`src/rtl/sram_axi_arb_pkg.sv`:
```
// Shared encodings for the SRAM AXI4-Lite 2:1 arbiter: FSM states,
// arbitration modes and the AXI response code driven while idle.
package sram_axi_arb_pkg;

  typedef enum logic [1:0] {
    ST_IDLE = 2'd0,
    ST_FWD  = 2'd1,
    ST_RESP = 2'd2
  } arb_state_e;

  localparam int PRIO_RR    = 0;
  localparam int PRIO_FIXED = 1;

  localparam logic [1:0] RESP_OKAY = 2'b00;

endpackage

```
`src/rtl/arb_rr2.sv`:
```
// Two-requester arbiter with a registered one-hot grant held until done.
// The pointer flips to the other master after each completed transaction.
module arb_rr2
  import sram_axi_arb_pkg::*;
#(
  parameter int PRIO_MODE = PRIO_RR
) (
  input  logic       clk,
  input  logic       rst,
  input  logic [1:0] req,
  input  logic       done,
  output logic [1:0] grant
);

  logic       ptr_r;
  logic [1:0] grant_r;
  logic [1:0] pick_s;

  // Choose a winner; ptr_r=0 favours M0 on simultaneous requests
  always_comb begin
    pick_s = 2'b00;
    if (req == 2'b11) begin
      if ((PRIO_MODE == PRIO_FIXED) || !ptr_r) begin
        pick_s = 2'b01;
      end else begin
        pick_s = 2'b10;
      end
    end else begin
      pick_s = req;
    end
  end

  // Grant is only loaded while no transaction owns the path
  always_ff @(posedge clk) begin
    if (rst) begin
      grant_r <= 2'b00;
      ptr_r   <= 1'b0;
    end else if (done) begin
      grant_r <= 2'b00;
      ptr_r   <= grant_r[0];
    end else if (grant_r == 2'b00) begin
      grant_r <= pick_s;
    end
  end

  assign grant = grant_r;

endmodule

```
`src/rtl/sram_axi_arb.sv`:
```
// 2:1 AXI4-Lite arbiter in front of the SRAM slave. Write and read paths
// each own an IDLE/FWD/RESP FSM and an arbiter; forwarding is muxed by grant.
module sram_axi_arb
  import sram_axi_arb_pkg::*;
#(
  parameter int ADDR_W    = 32,
  parameter int DATA_W    = 32,
  parameter int PRIO_MODE = PRIO_RR
) (
  input  logic                clk,
  input  logic                rst,
  input  logic [ADDR_W-1:0]   m0_axi_awaddr,
  input  logic [2:0]          m0_axi_awprot,
  input  logic                m0_axi_awvalid,
  output logic                m0_axi_awready,
  input  logic [DATA_W-1:0]   m0_axi_wdata,
  input  logic [DATA_W/8-1:0] m0_axi_wstrb,
  input  logic                m0_axi_wvalid,
  output logic                m0_axi_wready,
  output logic [1:0]          m0_axi_bresp,
  output logic                m0_axi_bvalid,
  input  logic                m0_axi_bready,
  input  logic [ADDR_W-1:0]   m0_axi_araddr,
  input  logic [2:0]          m0_axi_arprot,
  input  logic                m0_axi_arvalid,
  output logic                m0_axi_arready,
  output logic [DATA_W-1:0]   m0_axi_rdata,
  output logic [1:0]          m0_axi_rresp,
  output logic                m0_axi_rvalid,
  input  logic                m0_axi_rready,
  input  logic [ADDR_W-1:0]   m1_axi_awaddr,
  input  logic [2:0]          m1_axi_awprot,
  input  logic                m1_axi_awvalid,
  output logic                m1_axi_awready,
  input  logic [DATA_W-1:0]   m1_axi_wdata,
  input  logic [DATA_W/8-1:0] m1_axi_wstrb,
  input  logic                m1_axi_wvalid,
  output logic                m1_axi_wready,
  output logic [1:0]          m1_axi_bresp,
  output logic                m1_axi_bvalid,
  input  logic                m1_axi_bready,
  input  logic [ADDR_W-1:0]   m1_axi_araddr,
  input  logic [2:0]          m1_axi_arprot,
  input  logic                m1_axi_arvalid,
  output logic                m1_axi_arready,
  output logic [DATA_W-1:0]   m1_axi_rdata,
  output logic [1:0]          m1_axi_rresp,
  output logic                m1_axi_rvalid,
  input  logic                m1_axi_rready,
  output logic [ADDR_W-1:0]   s_axi_awaddr,
  output logic [2:0]          s_axi_awprot,
  output logic                s_axi_awvalid,
  input  logic                s_axi_awready,
  output logic [DATA_W-1:0]   s_axi_wdata,
  output logic [DATA_W/8-1:0] s_axi_wstrb,
  output logic                s_axi_wvalid,
  input  logic                s_axi_wready,
  input  logic [1:0]          s_axi_bresp,
  input  logic                s_axi_bvalid,
  output logic                s_axi_bready,
  output logic [ADDR_W-1:0]   s_axi_araddr,
  output logic [2:0]          s_axi_arprot,
  output logic                s_axi_arvalid,
  input  logic                s_axi_arready,
  input  logic [DATA_W-1:0]   s_axi_rdata,
  input  logic [1:0]          s_axi_rresp,
  input  logic                s_axi_rvalid,
  output logic                s_axi_rready
);

  arb_state_e w_state_r, r_state_r;
  logic [1:0] w_req_s, r_req_s, w_grant_s, r_grant_s;
  logic       w_fwd_s, w_resp_s, w_done_s, w_sel1_s;
  logic       r_fwd_s, r_resp_s, r_done_s, r_sel1_s;

  // A write request needs both address and data offered together
  assign w_req_s  = {m1_axi_awvalid & m1_axi_wvalid, m0_axi_awvalid & m0_axi_wvalid};
  assign r_req_s  = {m1_axi_arvalid, m0_axi_arvalid};
  assign w_fwd_s  = (w_state_r == ST_FWD);
  assign w_resp_s = (w_state_r == ST_RESP);
  assign r_fwd_s  = (r_state_r == ST_FWD);
  assign r_resp_s = (r_state_r == ST_RESP);
  assign w_sel1_s = w_grant_s[1];
  assign r_sel1_s = r_grant_s[1];
  assign w_done_s = w_resp_s & s_axi_bvalid & s_axi_bready;
  assign r_done_s = r_resp_s & s_axi_rvalid & s_axi_rready;

  arb_rr2 #(.PRIO_MODE(PRIO_MODE)) u_w_arb (
    .clk(clk), .rst(rst), .req(w_req_s), .done(w_done_s), .grant(w_grant_s)
  );

  arb_rr2 #(.PRIO_MODE(PRIO_MODE)) u_r_arb (
    .clk(clk), .rst(rst), .req(r_req_s), .done(r_done_s), .grant(r_grant_s)
  );

  // Write path sequencing; grant registers in the same edge that leaves IDLE
  always_ff @(posedge clk) begin
    if (rst) begin
      w_state_r <= ST_IDLE;
    end else begin
      case (w_state_r)
        ST_IDLE: if (|w_req_s) w_state_r <= ST_FWD;
        ST_FWD:  if (s_axi_awvalid & s_axi_awready & s_axi_wvalid & s_axi_wready) w_state_r <= ST_RESP;
        ST_RESP: if (w_done_s) w_state_r <= ST_IDLE;
        default: w_state_r <= ST_IDLE;
      endcase
    end
  end

  // Read path sequencing
  always_ff @(posedge clk) begin
    if (rst) begin
      r_state_r <= ST_IDLE;
    end else begin
      case (r_state_r)
        ST_IDLE: if (|r_req_s) r_state_r <= ST_FWD;
        ST_FWD:  if (s_axi_arvalid & s_axi_arready) r_state_r <= ST_RESP;
        ST_RESP: if (r_done_s) r_state_r <= ST_IDLE;
        default: r_state_r <= ST_IDLE;
      endcase
    end
  end

  assign s_axi_awaddr  = w_sel1_s ? m1_axi_awaddr : m0_axi_awaddr;
  assign s_axi_awprot  = w_sel1_s ? m1_axi_awprot : m0_axi_awprot;
  assign s_axi_wdata   = w_sel1_s ? m1_axi_wdata  : m0_axi_wdata;
  assign s_axi_wstrb   = w_sel1_s ? m1_axi_wstrb  : m0_axi_wstrb;
  assign s_axi_awvalid = w_fwd_s  & (w_sel1_s ? m1_axi_awvalid : m0_axi_awvalid);
  assign s_axi_wvalid  = w_fwd_s  & (w_sel1_s ? m1_axi_wvalid  : m0_axi_wvalid);
  assign s_axi_bready  = w_resp_s & (w_sel1_s ? m1_axi_bready  : m0_axi_bready);

  assign m0_axi_awready = w_fwd_s  & w_grant_s[0] & s_axi_awready;
  assign m1_axi_awready = w_fwd_s  & w_grant_s[1] & s_axi_awready;
  assign m0_axi_wready  = w_fwd_s  & w_grant_s[0] & s_axi_wready;
  assign m1_axi_wready  = w_fwd_s  & w_grant_s[1] & s_axi_wready;
  assign m0_axi_bvalid  = w_resp_s & w_grant_s[0] & s_axi_bvalid;
  assign m1_axi_bvalid  = w_resp_s & w_grant_s[1] & s_axi_bvalid;
  assign m0_axi_bresp   = (w_resp_s & w_grant_s[0]) ? s_axi_bresp : RESP_OKAY;
  assign m1_axi_bresp   = (w_resp_s & w_grant_s[1]) ? s_axi_bresp : RESP_OKAY;

  assign s_axi_araddr  = r_sel1_s ? m1_axi_araddr : m0_axi_araddr;
  assign s_axi_arprot  = r_sel1_s ? m1_axi_arprot : m0_axi_arprot;
  assign s_axi_arvalid = r_fwd_s  & (r_sel1_s ? m1_axi_arvalid : m0_axi_arvalid);
  assign s_axi_rready  = r_resp_s & (r_sel1_s ? m1_axi_rready  : m0_axi_rready);

  assign m0_axi_arready = r_fwd_s  & r_grant_s[0] & s_axi_arready;
  assign m1_axi_arready = r_fwd_s  & r_grant_s[1] & s_axi_arready;
  assign m0_axi_rvalid  = r_resp_s & r_grant_s[0] & s_axi_rvalid;
  assign m1_axi_rvalid  = r_resp_s & r_grant_s[1] & s_axi_rvalid;
  assign m0_axi_rresp   = (r_resp_s & r_grant_s[0]) ? s_axi_rresp : RESP_OKAY;
  assign m1_axi_rresp   = (r_resp_s & r_grant_s[1]) ? s_axi_rresp : RESP_OKAY;
  assign m0_axi_rdata   = (r_resp_s & r_grant_s[0]) ? s_axi_rdata : {DATA_W{1'b0}};
  assign m1_axi_rdata   = (r_resp_s & r_grant_s[1]) ? s_axi_rdata : {DATA_W{1'b0}};

endmodule

```
`config.mk`:
```
export PLATFORM = sky130hd
export DESIGN_NAME = sram_axi_arb
export DESIGN_NICKNAME = d
export VERILOG_FILES = /design/src/rtl/sram_axi_arb_pkg.sv /design/src/rtl/arb_rr2.sv /design/src/rtl/sram_axi_arb.sv
export SDC_FILE = /design/constraint.sdc
export NUM_CORES = 1
export LEC_CHECK = 0
export ABC_AREA = 1
export CELL_PAD_IN_SITES_DETAIL_PLACEMENT = 1
export CELL_PAD_IN_SITES_GLOBAL_PLACEMENT = 1
export CORE_AREA = 2 2 179 181
export DETAILED_ROUTE_END_ITERATION = 16
export DIE_AREA = 0 0 181 183
export PLACE_DENSITY = 0.65
export SLEW_MARGIN = 20
export SYNTH_ARGS = -nofsm -noshare
export SYNTH_HDL_FRONTEND = slang
export SYNTH_SLANG_ARGS = --single-unit
```
`constraint.sdc`:
```
create_clock -name clk -period 1.31 [get_ports clk]
set_input_delay 0.262 -clock clk [delete_from_list [all_inputs] [get_ports clk]]
set_output_delay 0.262 -clock clk [all_outputs]
set_load 0.01 [all_outputs]
```
# Word level (Yosys, flattened, before mapping)
# Cells that the tools add are included.
[word_totals] ff_bits=10 inputBits=265 out_inout_bits=193 word_cells=90
[classes] eq_ne=12 n_mux=29 bitwise_logic=33 n_reduce_logical=10
[ops] op="32-bit two-way mux" count=5
[ops] op="1-bit bitwise AND" count=33
[ops] op="2-bit two-way mux" count=14
[ops] op="2-bit one-hot mux with 3 select lines" count=2
[ops] op="2-bit equality test (second input constant)" count=4
[ops] op="2-bit logical NOT" count=4
[ops] op="2-bit by 1-bit inequality test with 1-bit output (second input constant)" count=4
[ops] op="2-bit OR reduction" count=4
[ops] op="3-bit two-way mux" count=2
[ops] op="3-bit AND reduction" count=2
[ops] op="1-bit two-way mux" count=5
[ops] op="2-bit by 1-bit equality test with 1-bit output (second input constant)" count=2
[ops] op="4-bit two-way mux" count=1
[ops] op="2-bit inequality test (second input constant)" count=2

# Logic depth before layout (Yosys ltp)
# Gate-level depths: netlist of the first run.
[logic_depth] word_depth=7 mapped_depth=7 depth_no_buf=7

# Modules after synthesis
# From an unflattened synthesis of the first run, not the netlist that was laid out.
[hier_totals] cells_unflattened=572 hier_area_um2=2558.7
[by_module_without_submodules] module="sram_axi_arb" n_inst=1 cells_each=538 area_each_um2=2313.5 seq_area_each_um2=80.1
[by_module_without_submodules] module="arb_rr2" n_inst=2 cells_each=17 area_each_um2=122.6 seq_area_each_um2=60.1

# Least setup slack after synthesis of the first run
# OpenSTA, ideal clock, no wires.
[synth_timing] kind="register -> output" start="register r_state_r[0]" end="output port m0_axi_rdata[10]" t_arrival_ns=0.964 t_required_ns=1.048 setup_slack_ns=0.084 stages_incl_launch_ff=7 path_cell_list="dfxtp_1 > inv_1 > nand2_1 > inv_2 > nand2_2 > buf_6 > nor2_1"
[synth_between] elab_chain_len=3
[synth_lines] element="start, declared" line="sram_axi_arb.sv:71" text="arb_state_e w_state_r, r_state_r;"
[synth_lines] element="start signal, assigned" line="sram_axi_arb.sv:113" text="r_state_r <= ST_IDLE;"
[synth_lines] element="start signal, assigned" line="sram_axi_arb.sv:116" text="ST_IDLE: if (|r_req_s) r_state_r <= ST_FWD;"
[synth_lines] element="start signal, assigned" line="sram_axi_arb.sv:117" text="ST_FWD: if (s_axi_arvalid & s_axi_arready) r_state_r <= ST_RESP;"
[synth_lines] element="2-bit equality test" line="sram_axi_arb.sv:82" text="assign r_resp_s = (r_state_r == ST_RESP);"
[synth_lines] element="1-bit bitwise AND" line="sram_axi_arb.sv:152" text="assign m0_axi_rdata = (r_resp_s & r_grant_s[0]) ? s_axi_rdata : {DATA_W{1'b0}};"
[synth_lines] element="32-bit two-way mux" line="sram_axi_arb.sv:152"
[synth_lines] element="end, declared" line="sram_axi_arb.sv:27" text="output logic [DATA_W-1:0] m0_axi_rdata,"
# Every way passes these cells.

# Worst setup path in the final report of the first run
[layout_timing] start="register r_state_r[0]" end="output port m0_axi_rdata[14]"
# Same word-level chain as after synthesis.

==> impl_results.md, run 1 <==
- Outcome: finished with violations
- Failing checks: setup timing
- Max-cap violation count: 0
- Post-DP HPWL: roughly 19000 um
- Top-count cell post-synth: nand2_1
- Full die area: 33100 um^2
- Hold path start: u_r_arb.ptr_r$_SDFFE_PP0P_
- Clock power frac: 0.134
- Die Ht: roughly 180 um
- Synthesized area per cell: approximately 4.3 um^2
- Fin nets: 1382
- Switch share: 0.371
- DRT iter0 DRCs: just under 90
- Worst Hold Path EP: u_r_arb.ptr_r$_SDFFE_PP0P_
- Worst R2R Path Depth: 6
- Yosys top cell by area: nand2_1
- Hold path depth: 2
- Post-synth EDFFs: 0
- Sequential-to-total area share from yosys stat: 0.0825
- I/O pin cnt: between 400 and 500
- CTS buffer count: 3
- Pint: 2.54 mW
- Synth Cell Area: around 2400 um^2
- Antenna Nets Post-Route: 0
- Clk_lat worst skew: around 240 ps
- Worst-Margin Slew: about 280 ps
- Cell row count: 65
- Yosys top cell area share: 0.532
- Unrepaired setup endpoints after global routing: true
- Flops & latches, synth: 10
- Routability-driven placement congestion ratio: 0.769
- Core ar.: 31200 um^2
- Pleak: ~5 nW
- Synth top cells by count: nand2_1 (344), nor2_1 (84), inv_1 (57)
- Final Util: 0.311
- Layout cells sized above 1: 0.493
- Multi-input gate area: around 2800 um^2
- Antenna violations before repair: 2
- DRC Markers: 0
- CP Max Fanout: 9
- Hold Buf Count CTS: 0
- Filler cells: 3766
- Async set-reset flop share out of synthesis: 0
- Psw: between 1 and 1.5 mW
- Critical path data arrival time: between 1000 and 1500 ps
- Area delta synth->final: 300%
- Area contributors post-synth: nand2_1 (53%), nor2_1 (13%), inv_1 (8.8%)
- FF-to-FF setup slack: -100 ps
- Largest net degree at the start of global routing: 19
- DR vias: 5664
- Synth cell types: 22
- Gr usage total: 0.132
- Final Routed Wirelength: about 25000 um
- Flop pwr share: 0.087
- FF-to-FF End: w_state_r[1]$_SDFFE_PP0P_
- CTS root buf: clkbuf_16
- Worst slew margin: 0.815
- Yosys warning count: 0
- Drt pass-1 iters: 4
- Setup WS post-layout: -298 ps
- H-tree depth: 1
- Clock skew: 0.283 ps
- Final hold slack: a little under 500 ps
- Worst EP required: 1050 ps
- Slew Limit Fails: 0
- Total design power: around 4.0 mW
- Final period util: 1.23
- Total congestion overflow: 0
- Ys flop type: dfxtp_1
- Final hold violation count: 0
- Crit path launch type: register
- Final worst path period need: about 1600 ps
- IO Port Bufs: 457
- Post-Syn Instances: approximately 560
- FF+latch area: ~220 um^2
- Routed WL per cell: roughly 16 um
- First-pass GRT wire length: about 34000 um
- Reg2reg start: u_w_arb.grant[1]$_SDFFE_PP0N_
- DIE WIDTH: around 180 um
- Longest Clk Path Bufs: 2
- CP Capture Type: output pin
- CTS sink count: 10
- Critical path origin: r_state_r[0]$_SDFFE_PP0P_
- Vias in the first global route: 6016
- Worst hold path class: reg -> reg
- Combinational fraction of design power: 0.779
- IR drop worst, VDD: approximately 0.32 mV
- CTS clk-pin slew, worst paths: ~40 ps
- Initial Util: 0.0777
- Final setup vio count: around 200
- Drt via density: 3.73
- Fmax: 622 MHz
- CP Class: reg -> out
- Total nets after synthesis: slightly above 800
- CTS tree: yes
- Power Density: between 400 and 500 nW/um^2
## per-stage QoR
stage | setup slack [ps] | area (um^2) | setup TNS (ps) | std cells
finish | -298 | 9710 | -40610 | 1518
global route | -355 | 9700 | -52090 | 1517
CTS | -319 | 8550 | -41830 | 1495
detailed placement | -768 | 7770 | -88610 | 1439
global placement | -785 | 7770 | -86340 | 1439
floorplan | 84.2 | 2430 | 0 | 563
## cell type report
class,instances,area share
clock buffer,3,0.00773
inverter,59,0.0254
timing repair buffer,577,0.600
sequential,10,0.0223
antenna,1,0.000258
multi-input combinational,466,0.292
tap,402,0.0518
## sequential cells by signal, indices dropped and copies added (netlist names)
name,flops
u_r_arb.grant,2
u_w_arb.grant,2
w_state_r,2
u_w_arb.ptr_r,1
r_state_r,2
u_r_arb.ptr_r,1
## per-layer routing
metal	vias up	wire [um]	global-route usage
li1	2761	-	-
met1	2558	8370	0.128
met2	311	13400	0.271
met3	34	1940	0.0361
met4	0	995	0.0371
met5	-	0	0
## layout by cell type (no fill, tap or decap), drive strengths merged, types with 6 or more instances in the layout
cell type,netlist,layout
clkbuf,4,9
nor2,86,86
inv,59,58
nor3,6,6
a21oi,12,12
clkdlybuf4s50,0,259
dfxtp,10,10
dlygate4sd2,0,6
buf,26,300
clkdlybuf4s15,0,6
nand2,347,349
## how the worst max path moves through the flow
stage	end	slack (ps)	cells after the start
2_1_floorplan	m0_axi_rdata[10]	80	6
4_1_cts	m0_axi_rdata[13]	-320	8
3_5_place_dp	s_axi_arvalid	-770	6
3_3_place_gp	s_axi_arvalid	-790	6
5_1_grt	m0_axi_rdata[14]	-350	8
6_report	m0_axi_rdata[14]	-300	8
## power groups by stage
| stage | registers (mW) | clock network, mW | logic (mW) |
|---|---|---|---|
| after global placement | 0.342 | 0 | 2.46 |
| after global routing | 0.355 | 0.572 | 3.37 |
| after detailed placement | 0.342 | 0 | 2.49 |
| final | 0.353 | 0.540 | 3.14 |
| after floorplan | 0.341 | 0 | 0.703 |
| after CTS | 0.349 | 0.559 | 2.78 |
## critical path, cell delays in order (launching register included)
cell      delay (ps)
dfxtp_2          310
inv_2             70
nand2_4           60
clkinv_4          80
buf_12           130
nand2_8           80
buf_8            150
nor2_1            90
buf_2            140
## cell families after synthesis
group,after synthesis,share of synthesized area
AOI/OAI and AO/OA,18,0.0443
DFF,10,0.0825
buffers and inverters,89,0.169
and+or+nand+nor,446,0.704
## what timing repair did
| action | 4_1_cts | 5_1_grt |
|---|---|---|
| gates resized for setup | 1012 | 249 |
| cloned | 11 | 7 |
| setup endpoints to repair | 198 | 201 |
| setup buffers | 45 | 18 |
| pin swaps | 47 | 64 |
(Power assumes the default switching activity.)
==> run 2, diff against run 1 <==
Settings changed: CELL_PAD_IN_SITES_DETAIL_PLACEMENT 1 to 0, SLEW_MARGIN 20 to default.
==> run 2 against run 1 <==
Compared with the run above:
- the run still ends with setup timing left
- sequential share of layout area shrank 0.13 points
- via count shrank 1.1%
- combinational power grew 4%
- worst hold slack gained 1.9 ps
- register-to-register slack lost 110 ps
- clock skew is essentially flat
- largest power group unchanged
==> impl_results.md, run 2 (same netlist as run 1, synthesis figures left out) <==
- Initial Util: 0.0777
- CTS clk-pin slew, worst paths: about 40 ps
- CP Max Fanout: 5
- Drt via density: ~3.7
- Power Density: 402 nW/um^2
- Cell row count: between 60 and 70
- DRT iter0 DRCs: 79
- CP Class: reg -> out
- DIE WIDTH: about 180 um
- Antenna violations before repair: 2
- Worst hold path class: reg -> reg
- Filler cells: roughly 3300
- Routability-driven placement congestion ratio: 0.769
- Slowest stage cell, crit path: dfxtp_4
- Failing checks: setup timing
- Fin nets: about 1400
- Final worst path period need: about 1600 ps
- Largest net degree at the start of global routing: 18
- First-pass GRT wire length: around 32000 um
- CTS root buf: clkbuf_16
- Area after DPL: about 7800 um^2
- CTS sink count: 10
- Placed Cells incl. Taps: about 1400
- IR drop worst, VDD: roughly 0.33 mV
- Most common cell on crit path: buf_12
- Design area: between 10000 and 15000 um^2
- Post-route insts no fill: about 1500
- Clock skew: around 0.31 ps
- CTS tree: yes
- Area delta synth->final: 325%
- Full die area: roughly 33000 um^2
- Max-cap violation count: 0
- Routed WL per cell: 14.9 um
- Final hold violation count: 0
- Critical path data arrival time: approximately 1400 ps
- Drt pass-1 iters: 4
- Final hold slack: ~490 ps
- Fmax: roughly 610 MHz
- Worst slew margin: 0.816
- Worst-Margin Slew: 275 ps
- Worst path cell trace: buf_8 -> buf_12 -> buf_12 -> buf_6 -> nand2_2 -> nand2_1 -> buf_2
- H-tree depth: 1
- DRC Markers: 0
- Core ar.: 31200 um^2
- Total congestion overflow: 0
- Gr usage total: 0.127
- Final setup vio count: between 200 and 250
- DR vias: roughly 5600
- Outcome: finished with violations
- Antenna diodes: 0
- Longest Clk Path Bufs: 2
- Post-DP HPWL: 17100 um
- I/O pin cnt: between 400 and 500
- CTS buffer count: 3
- Antenna Nets Post-Route: 0
- Vias in the first global route: roughly 5700
- Max stage delay on crit path: between 300 and 400 ps
- Die Ht: 183 um
- Worst EP required: between 1000 and 1500 ps
- Final period util: 1.25
- Most common cell after layout, fill and taps aside: clkdlybuf4s50_1
- CP Capture Type: output pin
- Unrepaired setup endpoints after global routing: true
- Crit path launch type: register
- Clk_lat worst skew: 240 ps
- IO Port Bufs: about 460
- Setup WS post-layout: -331 ps
- Final Routed Wirelength: 22800 um
- Most frequent cells in the layout: clkdlybuf4s50_1 (260), nand2_1 (183), buf_6 (144)
- Slew Limit Fails: 0
- Hold Buf Count CTS: 0
- Layout cells sized above 1: 0.531
- Pleak: approximately 5.0 nW
[run 2: cell count changes in the layout (fill, tap and decap cells not counted), sizes merged, moves of 3 or more]
cell | before | now
clkbuf | 9 | 5
clkdlybuf4s15 | 6 | 1
buf | 300 | 325
dlygate4sd2 | 6 | 3
[run 2: metal layers]
metal  part of all wire  track usage
met5                  0            0
met4              0.022       0.0289
met3              0.077       0.0304
met2               0.55        0.262
met1               0.35        0.126
[run 2: final timing paths]
kind	endpoint	depth (start not counted)	slack [ps]	start
setup / recovery	s_axi_wdata[16]	7	-330	u_w_arb.grant[1]$_SDFFE_PP0N_
hold / removal	u_r_arb.ptr_r$_SDFFE_PP0P_	2	490	u_r_arb.ptr_r$_SDFFE_PP0P_
setup reg to reg	w_state_r[1]$_SDFFE_PP0P_	7	-210	u_w_arb.grant[1]$_SDFFE_PP0N_
hold reg to reg	u_r_arb.ptr_r$_SDFFE_PP0P_	2	490	u_r_arb.ptr_r$_SDFFE_PP0P_
[run 2: final cells by class]
type	count	area [um^2]	share of cell area
tap	402	503	0.0488
timing repair buffer	592	6150	0.596
multi-input combinational	466	3110	0.302
sequential	10	216	0.0210
clock buffer	3	75.1	0.00728
inverter	59	253	0.0245
[run 2: timing repair]
| action | CTS | global route |
|---|---|---|
| resized for setup | 1083 | 294 |
| gates cloned | 20 | 2 |
| setup buffers | 60 | 15 |
| endpoints found under the setup margin | 198 | 199 |
| pin swaps | 48 | 68 |
[run 2: power breakdown]
| group | internal [mW] | leakage, nW | switching, mW |
|---|---|---|---|
| combinational | 1.90 | 4.85 | 1.36 |
| clock | 0.396 | 0.0370 | 0.140 |
| sequential | 0.325 | 0.0854 | 0.0272 |
[run 2: worst max-delay path: cells and delay by family (launching register included)]
kind | cells | cell delay [ps]
and+or+nand+nor | 2 | 110
buffers and inverters | 5 | 650
DFF | 1 | 370
[run 2: through the flow]
step | TNS [ps] | setup slack [ps] | utilization | power [mW]
2_1_floorplan | 0 | 84.2 | - | 1.04
3_3_place_gp | -86340 | -785 | 0.249 | 2.81
3_5_place_dp | -86200 | -754 | 0.249 | 2.80
4_1_cts | -42710 | -366 | 0.289 | 3.83
5_1_grt | -52740 | -371 | 0.330 | 4.41
6_report | -41480 | -331 | 0.330 | 4.15
